## src/rtl/serial_magnitude_comparator_if.sv

```systemverilog
// Stream and status signals of the bit-serial magnitude comparator.
// The master side drives operands and start; the slave side is the comparator.
interface serial_magnitude_comparator_if;
  logic start;
  logic in_valid;
  logic in_ready;
  logic a_bit;
  logic b_bit;
  logic busy;
  logic decided;
  logic done;
  logic L;
  logic E;
  logic G;

  modport master (
    output start, in_valid, a_bit, b_bit,
    input  in_ready, busy, decided, done, L, E, G
  );

  modport slave (
    input  start, in_valid, a_bit, b_bit,
    output in_ready, busy, decided, done, L, E, G
  );
endinterface

```

## src/rtl/serial_magnitude_comparator.sv

```systemverilog
// Bit-serial MSB-first magnitude comparator: consumes WIDTH bit pairs over a
// valid/ready stream and presents held L/E/G flags with a one-cycle done pulse.
module serial_magnitude_comparator #(
  parameter int unsigned WIDTH = 8,
  parameter int unsigned CNT_W = $clog2(WIDTH + 1)
) (
  input  logic                         clk,
  input  logic                         rst_n,
  serial_magnitude_comparator_if.slave bus
);

  typedef enum logic [1:0] {
    IDLE    = 2'd0,
    COMPARE = 2'd1,
    FINISH  = 2'd2
  } state_t;

  typedef enum logic [1:0] {
    REL_EQ = 2'd0,
    REL_LT = 2'd1,
    REL_GT = 2'd2
  } rel_t;

  state_t             state_q, state_d;
  rel_t               rel_q, rel_d;
  logic [CNT_W-1:0]   cnt_q, cnt_d;
  logic               decided_q, decided_d;
  logic               l_q, l_d;
  logic               e_q, e_d;
  logic               g_q, g_d;
  logic               in_ready;
  logic               beat;

  assign in_ready = (state_q == COMPARE);
  assign beat     = bus.in_valid && in_ready;

  always_ff @(posedge clk or negedge rst_n) begin
    if (!rst_n) begin
      state_q   <= IDLE;
      rel_q     <= REL_EQ;
      cnt_q     <= '0;
      decided_q <= 1'b0;
      l_q       <= 1'b0;
      e_q       <= 1'b0;
      g_q       <= 1'b0;
    end else begin
      state_q   <= state_d;
      rel_q     <= rel_d;
      cnt_q     <= cnt_d;
      decided_q <= decided_d;
      l_q       <= l_d;
      e_q       <= e_d;
      g_q       <= g_d;
    end
  end

  always_comb begin
    state_d   = state_q;
    rel_d     = rel_q;
    cnt_d     = cnt_q;
    decided_d = decided_q;
    l_d       = l_q;
    e_d       = e_q;
    g_d       = g_q;

    unique case (state_q)
      IDLE: begin
        if (bus.start) begin
          state_d   = COMPARE;
          cnt_d     = '0;
          rel_d     = REL_EQ;
          decided_d = 1'b0;
        end
      end
      COMPARE: begin
        if (beat) begin
          cnt_d = cnt_q + 1'b1;
          // First differing pair decides; later pairs are consumed only.
          if (rel_q == REL_EQ && bus.a_bit != bus.b_bit) begin
            rel_d     = bus.a_bit ? REL_GT : REL_LT;
            decided_d = 1'b1;
          end
          // Flags load on the last beat so they are valid alongside done.
          if (cnt_q == CNT_W'(WIDTH - 1)) begin
            state_d = FINISH;
            l_d     = (rel_d == REL_LT);
            e_d     = (rel_d == REL_EQ);
            g_d     = (rel_d == REL_GT);
          end
        end
      end
      FINISH: state_d = IDLE;
      default: state_d = IDLE;
    endcase
  end

  assign bus.in_ready = in_ready;
  assign bus.busy     = in_ready;
  assign bus.done     = (state_q == FINISH);
  assign bus.decided  = decided_q;
  assign bus.L        = l_q;
  assign bus.E        = e_q;
  assign bus.G        = g_q;

endmodule

```

## src/flat_wrapper.sv

```systemverilog
// flat-port wrapper written by rule: the top's interface ports become plain ports
module serial_magnitude_comparator_flat 
#(
  parameter int unsigned WIDTH = 8,
  parameter int unsigned CNT_W = $clog2(WIDTH + 1)
)
  (clk, rst_n, bus_start, bus_in_valid, bus_a_bit, bus_b_bit, bus_in_ready, bus_busy, bus_decided, bus_done, bus_L, bus_E, bus_G);
  serial_magnitude_comparator_if bus_i ();
  input  logic clk;
  input  logic rst_n;
  input wire logic [$bits(bus_i.start)-1:0] bus_start;
  input wire logic [$bits(bus_i.in_valid)-1:0] bus_in_valid;
  input wire logic [$bits(bus_i.a_bit)-1:0] bus_a_bit;
  input wire logic [$bits(bus_i.b_bit)-1:0] bus_b_bit;
  output wire logic [$bits(bus_i.in_ready)-1:0] bus_in_ready;
  output wire logic [$bits(bus_i.busy)-1:0] bus_busy;
  output wire logic [$bits(bus_i.decided)-1:0] bus_decided;
  output wire logic [$bits(bus_i.done)-1:0] bus_done;
  output wire logic [$bits(bus_i.L)-1:0] bus_L;
  output wire logic [$bits(bus_i.E)-1:0] bus_E;
  output wire logic [$bits(bus_i.G)-1:0] bus_G;
  assign bus_i.start = bus_start;
  assign bus_i.in_valid = bus_in_valid;
  assign bus_i.a_bit = bus_a_bit;
  assign bus_i.b_bit = bus_b_bit;
  assign bus_in_ready = bus_i.in_ready;
  assign bus_busy = bus_i.busy;
  assign bus_decided = bus_i.decided;
  assign bus_done = bus_i.done;
  assign bus_L = bus_i.L;
  assign bus_E = bus_i.E;
  assign bus_G = bus_i.G;
  serial_magnitude_comparator #(.WIDTH(WIDTH), .CNT_W(CNT_W)) u_core (.clk(clk), .rst_n(rst_n), .bus(bus_i));
endmodule
```

## config.mk

```make
export PLATFORM = sky130hd
export DESIGN_NAME = serial_magnitude_comparator_flat
export DESIGN_NICKNAME = d
export VERILOG_FILES = /design/src/rtl/serial_magnitude_comparator_if.sv /design/src/rtl/serial_magnitude_comparator.sv /design/src/flat_wrapper.sv
export SDC_FILE = /design/constraint.sdc
export NUM_CORES = 1
export LEC_CHECK = 0
export ABC_CLOCK_PERIOD_IN_PS = 1800
export CAP_MARGIN = 20
export CORE_MARGIN = 3
export CORE_UTILIZATION = 47
export CTS_CLUSTER_SIZE = 24
export DETAILED_ROUTE_END_ITERATION = 8
export PLACE_DENSITY_LB_ADDON = 0.3
export SETUP_SLACK_MARGIN = 0.15
export SYNTH_ARGS = -nofsm -noshare
export SYNTH_HDL_FRONTEND = slang
export SYNTH_SLANG_ARGS = --single-unit
```

## constraint.sdc

```tcl
create_clock -name clk -period 1.8 [get_ports clk]
set_input_delay 0.18 -clock clk [delete_from_list [all_inputs] [get_ports clk]]
set_output_delay 0.18 -clock clk [all_outputs]
set_load 0.02 [all_outputs]
```

Word-level counts from Yosys, hierarchy flattened
Cells that the tools add are included.
{"block": "word_totals", "reg_bits": 12, "wordCells": 46}
{"block": "classes", "n_eq_ne": 10, "reduce_logical": 10, "n_mux": 18, "addsub": 1}
{"cell": "$mux W2", "n": 9}
{"cell": "$reduce_and A3 Y1", "n": 3}
{"cell": "$mux W4", "n": 2}
{"cell": "$ne A2 B2 Y1 const B", "n": 4}
{"cell": "$pmux W2 S2", "n": 2}
{"cell": "$pmux W4 S2", "n": 1}
{"cell": "$logic_not A2 Y1", "n": 3}
{"cell": "$add A4 B1 Y4 const B", "n": 1}
{"cell": "$eq A2 B1 Y1 const B", "n": 2}
{"cell": "$eq A2 B2 Y1 const B", "n": 2}
{"cell": "$eq A4 B3 Y1 const B", "n": 1}
{"cell": "$reduce_and A4 Y1", "n": 1}
{"cell": "$mux W1", "n": 3}
{"cell": "$logic_and A1 B1 Y1", "n": 2}
{"cell": "$pmux W1 S2", "n": 1}
{"cell": "$reduce_bool A2 Y1", "n": 1}
{"cell": "$ne A1 B1 Y1", "n": 1}

Depth between registers and ports, before layout
Gate-level depths: netlist of the first run.
{"block": "logic_depth", "depth_word": 7, "ltp_mapped": 4, "ltp_nobuf": 4}

Worst setup path before layout of the first run
Ideal clock, no wire load.
{"block": "synth_path", "kind": "register to register", "start": "register u_core.cnt_q[0]", "end": "register u_core.e_q, in the netlist u_core.bus.E", "stages_incl_launch_ff": 5, "setup_slack_ps": 520, "t_arrival_ps": 1153, "path_buffers": 0, "path_cell_list": "dfrtp_1 -> ha_1 -> nand4b_1 -> nor2_2 -> mux2_1"}
{"block": "synth_between", "elab_chain_len": 2}
{"element": "start: declaration", "line": "serial_magnitude_comparator.sv:26", "source": "logic [CNT_W-1:0] cnt_q, cnt_d;"}
{"element": "start signal: assignment", "line": "serial_magnitude_comparator.sv:49", "source": "cnt_q <= cnt_d;"}
{"element": "$eq A4 B3 Y1", "line": "serial_magnitude_comparator.sv:84", "source": "if (cnt_q == CNT_W'(WIDTH - 1)) begin"}
{"element": "$reduce_and A3 Y1 (no source line)"}
{"element": "end signal: assignment", "line": "serial_magnitude_comparator.sv:44", "source": "e_q <= 1'b0;"}
{"element": "end signal: assignment", "line": "serial_magnitude_comparator.sv:52", "source": "e_q <= e_d;"}
{"element": "end: declaration", "line": "serial_magnitude_comparator.sv:29", "source": "logic e_q, e_d;"}
Every way passes these cells.
A chain may end at the register's enable or synchronous reset.

Worst setup path after layout of the first run
{"block": "layout_path", "start": "register u_core.state_q[0]", "end": "output bus_done"}
{"block": "layout_between", "elab_chain_len": 1}
{"element": "start: declaration", "line": "serial_magnitude_comparator.sv:24", "source": "state_t state_q, state_d;"}
{"element": "start signal: assignment", "line": "serial_magnitude_comparator.sv:47", "source": "state_q <= state_d;"}
{"element": "$eq A2 B2 Y1", "line": "serial_magnitude_comparator.sv:99", "source": "assign bus.done = (state_q == FINISH);"}
{"element": "end: declaration", "line": "flat_wrapper.sv:18", "source": "output wire logic [$bits(bus_i.done)-1:0] bus_done;"}
Every way passes these cells.

==> impl_results.md, run 1 <==
* Fin worst setup slack at 0.337 ns
* Synthesis Warnings at 0
* RSZ-0062 raised after global routing: no
* Root Driver: clkbuf_4
* Total gr overflow at 0
* Ys flop type: dfrtp_1
* Clock sink total at 12
* Distinct cells, synth at 33
* CORE AREA at 1170 sq um
* Combinational family with the most area after synthesis: simple AND/OR/NAND/NOR gates
* Routed len/inst at 13.4 um
* Adder-cell area share of the yosys netlist at 2.04%
* Initial Utilization at 52.5%
* Slew HR at 63.0%
* # resized after CTS at 3
* VDD IR max at 0.797 mV
* Setup WS pre-CTS at 0.274 ns
* TritonCTS Buffers at 3
* Worst-Margin Slew at 0.553 ns
* Largest cells by area after synthesis: dfrtp_1, mux2_1, nand4_4, a21oi_1, nand2b_4
* Post-Synth Simple-Gate Area at 25.9%
* RePlAce Congestion at 0.721
* Leak at 0.352 nW
* EDFF count, synth at 0
* Cells after DPL at 78
* Iter 0 DRT Violations at 6
* Clock latency on the worst-skew pair at 0.27 ns
* Min Tclk post-route at 1.46 ns
* Period utilization at 81.3%
* Vias in the first global route at 458
* Pin count of the biggest net entering global routing at 13
* Setup_tns at 0 ns
* Max clock buf depth at 2
* Placed Area at 741 sq um
* Final Non-Filler Cells at 82
* Final Setup Violations at 0
* Max Fclk at 0.684 GHz
* Syn nets at 60
* First-pass GRT wire length at 1990 um
* H-tree depth at 1
* Crit path DAT at 1.28 ns
* CTS tree: yes
* Die Footprint at 1780 sq um
* DR WL met3 at 57 um
* Ports at 13
* List of most frequent post-synthesis cells: dfrtp_1, a21oi_1, nand2_1, nor2_1
* Synth-to-layout area growth at 25.9%
* Post-synth top area share at 48.9%
* Initial antenna violation count at 0
* Post-CTS setup buffer count at 0
* Worst reg2reg endpoint: u_core.bus.G$_DFFE_PN0P_
* # hold bufs at CTS at 0
* Most frequent cell after synthesis: dfrtp_1
* Die W at 42.2 um
* Row count at 12
* Syn_area_per_cell at 11.6 sq um
* Syn Std Cell Area at 614 sq um
* Post-synthesis sequential area ratio at 48.9%
* Async set-reset flop share out of synthesis at 100%
* Filler cell count at 105
* DP Wirelength at 821 um
* Yosys top cell by area: dfrtp_1
* DR DRC count at 0
* Pwr Density at 1460 nW/um^2
* Pre-Repair DR Iteration Count at 4
* Die H at 42.2 um
* Clock Skew at 0.00122 ns
* Design area at 773 sq um
* Xor and xnor area share after synthesis at 1.43%
* Reg2Reg Launch Point: u_core.cnt_q[0]$_DFFE_PN0P_
* Hold crit path type: input port to asynchronous set/reset pin
* Crit-path max FO at 5
* Crit path launch type: register
* Routed wire length at 1100 um
* Max cap viols at 0
* Worst path required time at 1.62 ns
* ANT cells at 0
* Final max-slew violation count at 0
* Setup CP Type: register to output pin
* Post-Route M1 WL at 521 um
* Multi-input gate area at 288 sq um
* Input/output buffers at 12
* Via/cell ratio at 5.49
* Fraction of layout cells with a size suffix above 1 at 19.1%
* FF/Latch Area at 300 sq um
* Fin nets at 76
* Outcome: complete, no violations
* Nature of the critical path endpoint: output pin
* Mux cell area share after synthesis at 7.13%
* Gate count of the mapped netlist at 53
* Clock Pin Slew Worst Setup and Hold Paths at 0.08 ns
* #FFs+latches synth at 12
* R2r setup slk at 0.40 ns
* Met2 wire length at 512 um
* Synth Area in Compound Gates at 10.4%
* Top Layer Used: met4
* Detail Route Antenna Nets at 0
* Vias at 450
* GRT Total Usage at 14.7%
* Final Hold Viols at 0
* Reg2reg path depth at 4
## registers in the layout (all words and copies together) (netlist names)
register            cells
u_core.bus.L            1
u_core.bus.decided      1
u_core.cnt_q            4
u_core.bus.G            1
u_core.state_q          2
u_core.rel_q            2
u_core.bus.E            1
## metal layers
layer | track usage (%) | vias to the layer above
met5 | 0 | -
met4 | 9.32 | 0
met3 | 3.43 | 2
met2 | 21.9 | 8
met1 | 19.0 | 220
li1 | - | 220
## cell usage in the layout, fill, tap and decap left out, types with 2 or more instances in the layout
cell / instances
dlygate4sd2_1: 3
clkdlybuf4s50_1: 9
a21oi_1: 3
nor2_1: 3
o21ai_0: 2
dfrtp_1: 12
nor2_2: 2
mux2_1: 2
nand2_1: 3
clkbuf_4: 3
## power breakdown
| part | internal (W) | leakage [nW] | total [W] | switching [W] |
|---|---|---|---|---|
| combinational | 0.000210 | 0.179 | 0.000421 | 0.000211 |
| clock | 0.000123 | 0.0210 | 0.000221 | 0.0000975 |
| sequential | 0.000373 | 0.151 | 0.000486 | 0.000113 |
## worst max path at each step
stage | startpoint | to | slack, ns
after floorplan | u_core.cnt_q[0]$_DFFE_PN0P_ | u_core.bus.E$_DFFE_PN0P_ | 0.52
after global placement | bus_in_valid | u_core.cnt_q[0]$_DFFE_PN0P_ | 0.26
after detailed placement | bus_in_valid | u_core.cnt_q[0]$_DFFE_PN0P_ | 0.27
after CTS | u_core.state_q[1]$_DFFE_PN0P_ | bus_in_ready | 0.32
after global routing | u_core.state_q[1]$_DFFE_PN0P_ | bus_in_ready | 0.28
final | u_core.state_q[0]$_DFFE_PN0P_ | bus_done | 0.34
## metrics by stage
stage	hold WS (ns)	power (W)	util, %
after floorplan	-0.116	0.000775	-
after global placement	0.472	0.000923	63.2
after detailed placement	0.482	0.000929	63.2
after CTS	0.267	0.00114	66.0
after global routing	0.287	0.00121	66.0
final	0.257	0.00113	66.0
## area by class of cell
cell class / count / area share (%)
Inverter: 2 / 0.971
Tap cell: 14 / 2.27
Multi-Input combinational cell: 37 / 37.2
Clock buffer: 4 / 4.69
Timing Repair Buffer: 13 / 16.0
Sequential cell: 12 / 38.8
## worst max-delay path, cell delays in order, from the launching register on
cell and delay, ns:
dfrtp_1 0.46, and2b_2 0.24, dlygate4sd2_1 0.31
## cells by family (layout without fill, tap and decap cells)
family	count (synthesis)	after routing
adder cells (fa/ha/maj)	1	1
AND/OR/NAND/NOR	21	21
flip-flops	12	12
AO/OA/AOI/OAI	10	10
multiplexers	4	4
buffers and inverters	4	19
XOR/XNOR	1	1
Note: power is estimated with default switching activity, not from simulation.
==> run 2, diff against run 1 <==
Settings changed: ABC_CLOCK_PERIOD_IN_PS 1800 to 1240, CORE_UTILIZATION 47 to 43.
Clock period 1.8 ns to 1.24 ns, I/O delays scaled along.
==> run 2 against run 1 <==
Compared with the run above: the run now ends with negative setup slack left; clock power is 50% higher; count of clock-buffer cells in the layout stayed put; die area is 8.0% higher; critical endpoint is now u_core.bus.G$_DFFE_PN0P_; largest power group is now combinational logic; highest routed layer unchanged.
==> impl_results.md, run 2 (synthesized netlist as in run 1, its figures left out) <==
* Outcome: complete, but fails checks
* Failing checks: negative setup slack
* Vias at 558
* Min Tclk post-route at 1.35 ns
* GRT Total Usage at 18.4%
* DP Wirelength at 984 um
* Setup CP Type: register to register
* VDD IR max at 1.66 mV
* CTS tree: yes
* Via/cell ratio at 5.17
* Worst path required time at 1.41 ns
* Routed wire length at 1590 um
* Multi-input gate area at 344 sq um
* Vias in the first global route at 583
* Detail Route Antenna Nets at 0
* Clock sink total at 12
* Routed len/inst at 14.8 um
* Final Hold Viols at 0
* Biggest register: u_core.cnt_q
* Buf/Inv on CP at 0
* Top flop regs: u_core.cnt_q (4), u_core.rel_q (2), u_core.state_q (2)
* Crit path DAT at 1.52 ns
* Crit path launch type: register
* Root Driver: clkbuf_4
* Slew HR at 72.4%
* Crit-path max FO at 3
* Pwr Density at 2120 nW/um^2
* Worst-Margin Slew at 0.413 ns
* Max Fclk at 0.742 GHz
* Cells after DPL at 96
* CP peak stage delay at 0.36 ns
* Max stage delay cell, worst path: dfrtp_1
* Fraction of layout cells with a size suffix above 1 at 61.3%
* # hold bufs at CTS at 0
* Fin nets at 101
* TritonCTS Buffers at 3
* Synth-to-layout area growth at 69.0%
* FF/Latch Area at 300 sq um
* Pin count of the biggest net entering global routing at 13
* Die W at 43.8 um
* Pre-Repair DR Iteration Count at 4
* Hold crit path type: input port to asynchronous set/reset pin
* Nature of the critical path endpoint: register
* Flip-flop count of the largest register after layout at 4
* Max clock buf depth at 2
* Initial Utilization at 46.6%
* First-pass GRT wire length at 2540 um
* Input/output buffers at 12
* Final Setup Violations at 8
* RSZ-0062 raised after global routing: yes
* Most frequent cells in the layout: buf_4, dfrtp_1, buf_6
* Fin worst setup slack at -0.108 ns
* RePlAce Congestion at 0.726
* Clock Pin Slew Worst Setup and Hold Paths at 0.09 ns
* Row count at 13
* Die Footprint at 1920 sq um
* Period utilization at 109%
* Total gr overflow at 0
* Final Non-Filler Cells at 108
* Clock latency on the worst-skew pair at 0.29 ns
* Clock Skew at 0.0116 ns
* Overall power at 0.00220 W
* Iter 0 DRT Violations at 15
* Max cap viols at 0
* Final max-slew violation count at 0
* Commonest non-fill, non-tap cell in the layout: buf_4
* Die H at 43.8 um
* Filler cell count at 82
* Top delay family on crit path: flip-flops
* Cells along the critical path: ha_2, nand4b_1, nor2_4, mux2_4
* ANT cells at 0
* Setup_tns at -0.446 ns
* Ports at 13
* DR DRC count at 0
* CORE AREA at 1320 sq um
* Initial antenna violation count at 0
* Leak at 0.499 nW
* H-tree depth at 1
[run 2: through the flow]
| stage | setup WS, ns | util, % | hold slack [ns] | cell area (sq um) |
|---|---|---|---|---|
| after floorplan | -0.0403 | - | -0.172 | 614 |
| after global placement | -0.159 | 66.0 | 0.442 | 870 |
| after detailed placement | -0.206 | 66.0 | 0.440 | 870 |
| after CTS | -0.111 | 76.7 | 0.133 | 1010 |
| after global routing | -0.178 | 78.8 | 0.133 | 1040 |
| final | -0.108 | 78.8 | 0.123 | 1040 |
[run 2: layer usage]
layer | track usage [%] | share of wire, % | vias up
met2 | 28.5 | 48 | 13
met1 | 21.6 | 44 | 269
li1 | - | - | 269
met5 | 0 | 0 | -
met3 | 5.39 | 3.8 | 7
met4 | 13.3 | 3.7 | 0
[run 2: power by group]
part / internal, W / switching (W)
combinational: 0.000670 / 0.000532
sequential: 0.000542 / 0.000128
clock: 0.000179 / 0.000152
total: 0.00139 / 0.000812
[run 2: timing repair]
action,in CTS,in global routing
gates resized for setup,46,11
pin swaps,14,6
buffers inserted,5,3
setup endpoints to repair,18,19
[run 2: path summary, 6_finish.rpt]
kind,startpoint,to,slack [ns],cells after the start
max,u_core.cnt_q[1]$_DFFE_PN0P_,u_core.bus.G$_DFFE_PN0P_,-0.11,4
min,rst_n,u_core.state_q[0]$_DFFE_PN0P_,0.12,2
max reg2reg,u_core.cnt_q[1]$_DFFE_PN0P_,u_core.bus.G$_DFFE_PN0P_,-0.11,4
min reg2reg,u_core.bus.L$_DFFE_PN0P_,u_core.bus.L$_DFFE_PN0P_,0.49,2
max in group asynchronous,rst_n,u_core.cnt_q[0]$_DFFE_PN0P_,0.95,2
min in group clk,u_core.bus.L$_DFFE_PN0P_,u_core.bus.L$_DFFE_PN0P_,0.49,2
[run 2: area by class of cell]
cell class                 instances  area share (%)
timing repair buffer              38            31.7
clock buffer                       4            3.49
sequential                        12            28.9
inverter                           2           0.964
tap                               15            1.81
multi-input combinational         37            33.1
==> run 3, diff against run 2 <==
Settings changed: MAX_ROUTING_LAYER set to met4.
==> run 3 against run 2 <==
Compared with the run above: the run still ends with negative setup slack left; maximum frequency up 0.11%; clock skew is 0.00099 ns lower; wire length grew 0.44%; critical path depth unchanged; combinational power about the same; non-clock buffer count stayed put; sequential power is essentially flat; clock power barely moved; die area did not move.
==> impl_results.md, run 3 (synthesized netlist as in run 1, its figures left out) <==
* Outcome: complete, but fails checks
* Failing checks: negative setup slack
* Vias at 563
* VDD IR max at 1.66 mV
* Final Hold Viols at 0
* Die Footprint at 1920 sq um
* RSZ-0062 raised after global routing: yes
* Worst Hold Slack at 0.127 ns
* Iter 0 DRT Violations at 18
* Biggest register: u_core.cnt_q
* Via/cell ratio at 5.21
* CTS tree: yes
* H-tree depth at 1
* Final Non-Filler Cells at 108
* Buf/Inv on CP at 0
* Most frequent cells in the layout: buf_4, dfrtp_1, buf_6
* Cells along the critical path: ha_2, nand4b_1, nor2_4, mux2_4
* Fraction of layout cells with a size suffix above 1 at 61.3%
* Worst path required time at 1.41 ns
* Commonest non-fill, non-tap cell in the layout: buf_4
* Max cap viols at 0
* Detail Route Antenna Nets at 0
* Initial antenna violation count at 0
* Clock sink total at 12
* Top flop regs: u_core.cnt_q (4), u_core.rel_q (2), u_core.state_q (2)
* GRT Total Usage at 18.8%
* Leak at 0.499 nW
* Pwr Density at 2120 nW/um^2
* CP peak stage delay at 0.37 ns
* RePlAce Congestion at 0.735
* Final Setup Violations at 8
* Fin worst setup slack at -0.107 ns
* ANT cells at 0
* Min Tclk post-route at 1.35 ns
* Ports at 13
* Top delay family on crit path: flip-flops
* Root Driver: clkbuf_4
* Period utilization at 109%
* Crit-path max FO at 3
* CORE AREA at 1320 sq um
* Routed len/inst at 14.8 um
* Final max-slew violation count at 0
* First-pass GRT wire length at 2550 um
* Routed wire length at 1600 um
* Final core utilization at 78.8%
* TritonCTS Buffers at 3
* Row count at 13
* Flip-flop count of the largest register after layout at 4
* Die W at 43.8 um
* Total gr overflow at 0
* Pre-Repair DR Iteration Count at 4
* Die H at 43.8 um
* Crit path DAT at 1.51 ns
* Setup CP Type: register to register
* Initial Utilization at 46.6%
* Max clock buf depth at 2
* Vias in the first global route at 583
* Worst-Margin Slew at 0.409 ns
* Clock Pin Slew Worst Setup and Hold Paths at 0.09 ns
* Pin count of the biggest net entering global routing at 13
* DP Wirelength at 984 um
* Input/output buffers at 12
* Crit path launch type: register
* Cells after DPL at 96
* DR DRC count at 0
* Fin nets at 101
* Max stage delay cell, worst path: dfrtp_1
* Hold crit path type: input port to asynchronous set/reset pin
* Nature of the critical path endpoint: register
* Clock Skew at 0.0106 ns
* Filler cell count at 82
* Slew HR at 72.7%
* Clock latency on the worst-skew pair at 0.29 ns
* Synth-to-layout area growth at 69.0%
* Max Fclk at 0.743 GHz
[run 3: worst paths after layout]
check | start | slack [ns] | end | cells after the start
worst max register to register | u_core.cnt_q[1]$_DFFE_PN0P_ | -0.11 | u_core.bus.G$_DFFE_PN0P_ | 4
worst min register to register | u_core.bus.L$_DFFE_PN0P_ | 0.49 | u_core.bus.L$_DFFE_PN0P_ | 2
min in group clk | u_core.bus.L$_DFFE_PN0P_ | 0.49 | u_core.bus.L$_DFFE_PN0P_ | 2
worst min-delay path | rst_n | 0.13 | u_core.state_q[0]$_DFFE_PN0P_ | 2
max in group asynchronous | rst_n | 0.94 | u_core.cnt_q[0]$_DFFE_PN0P_ | 2
worst max-delay path | u_core.cnt_q[1]$_DFFE_PN0P_ | -0.11 | u_core.bus.G$_DFFE_PN0P_ | 4
[run 3: layer usage]
layer | wire (um) | vias to the layer above | track usage [%]
li1 | - | 270 | -
met1 | 694 | 270 | 21.8
met2 | 800 | 19 | 28.5
met3 | 75 | 4 | 4.15
met4 | 30 | 0 | 13.3
met5 | 0 | - | -
[run 3: what timing repair did]
item                       CTS  global route
pin swaps                   14             6
buffers inserted             5             3
setup endpoints to repair   18            19
hold buffers                 0             0
resized for setup           46            11
[run 3: layout make-up]
class	count	area, sq um	area share, %
multi-input combinational	37	344	33.1
timing repair buffer	38	329	31.7
sequential	12	300	28.9
clock buffer	4	36.3	3.49
tap	15	18.8	1.81
inverter	2	10.0	0.964
[run 3: stage by stage]
stage / total power, W / instance area [sq um] / TNS (ns) / worst slack [ns]
after floorplan: 0.00112 / 614 / -0.0805 / -0.0403
after global placement: 0.00155 / 870 / -1.10 / -0.159
after detailed placement: 0.00158 / 870 / -1.32 / -0.206
after CTS: 0.00211 / 1010 / -0.410 / -0.111
after global routing: 0.00234 / 1040 / -0.971 / -0.178
final: 0.00220 / 1040 / -0.451 / -0.107
[run 3: power by group]
group,switching [W],leakage (nW),internal (W)
registers,0.000130,0.151,0.000542
logic,0.000532,0.326,0.000671
clock network,0.000150,0.0210,0.000179
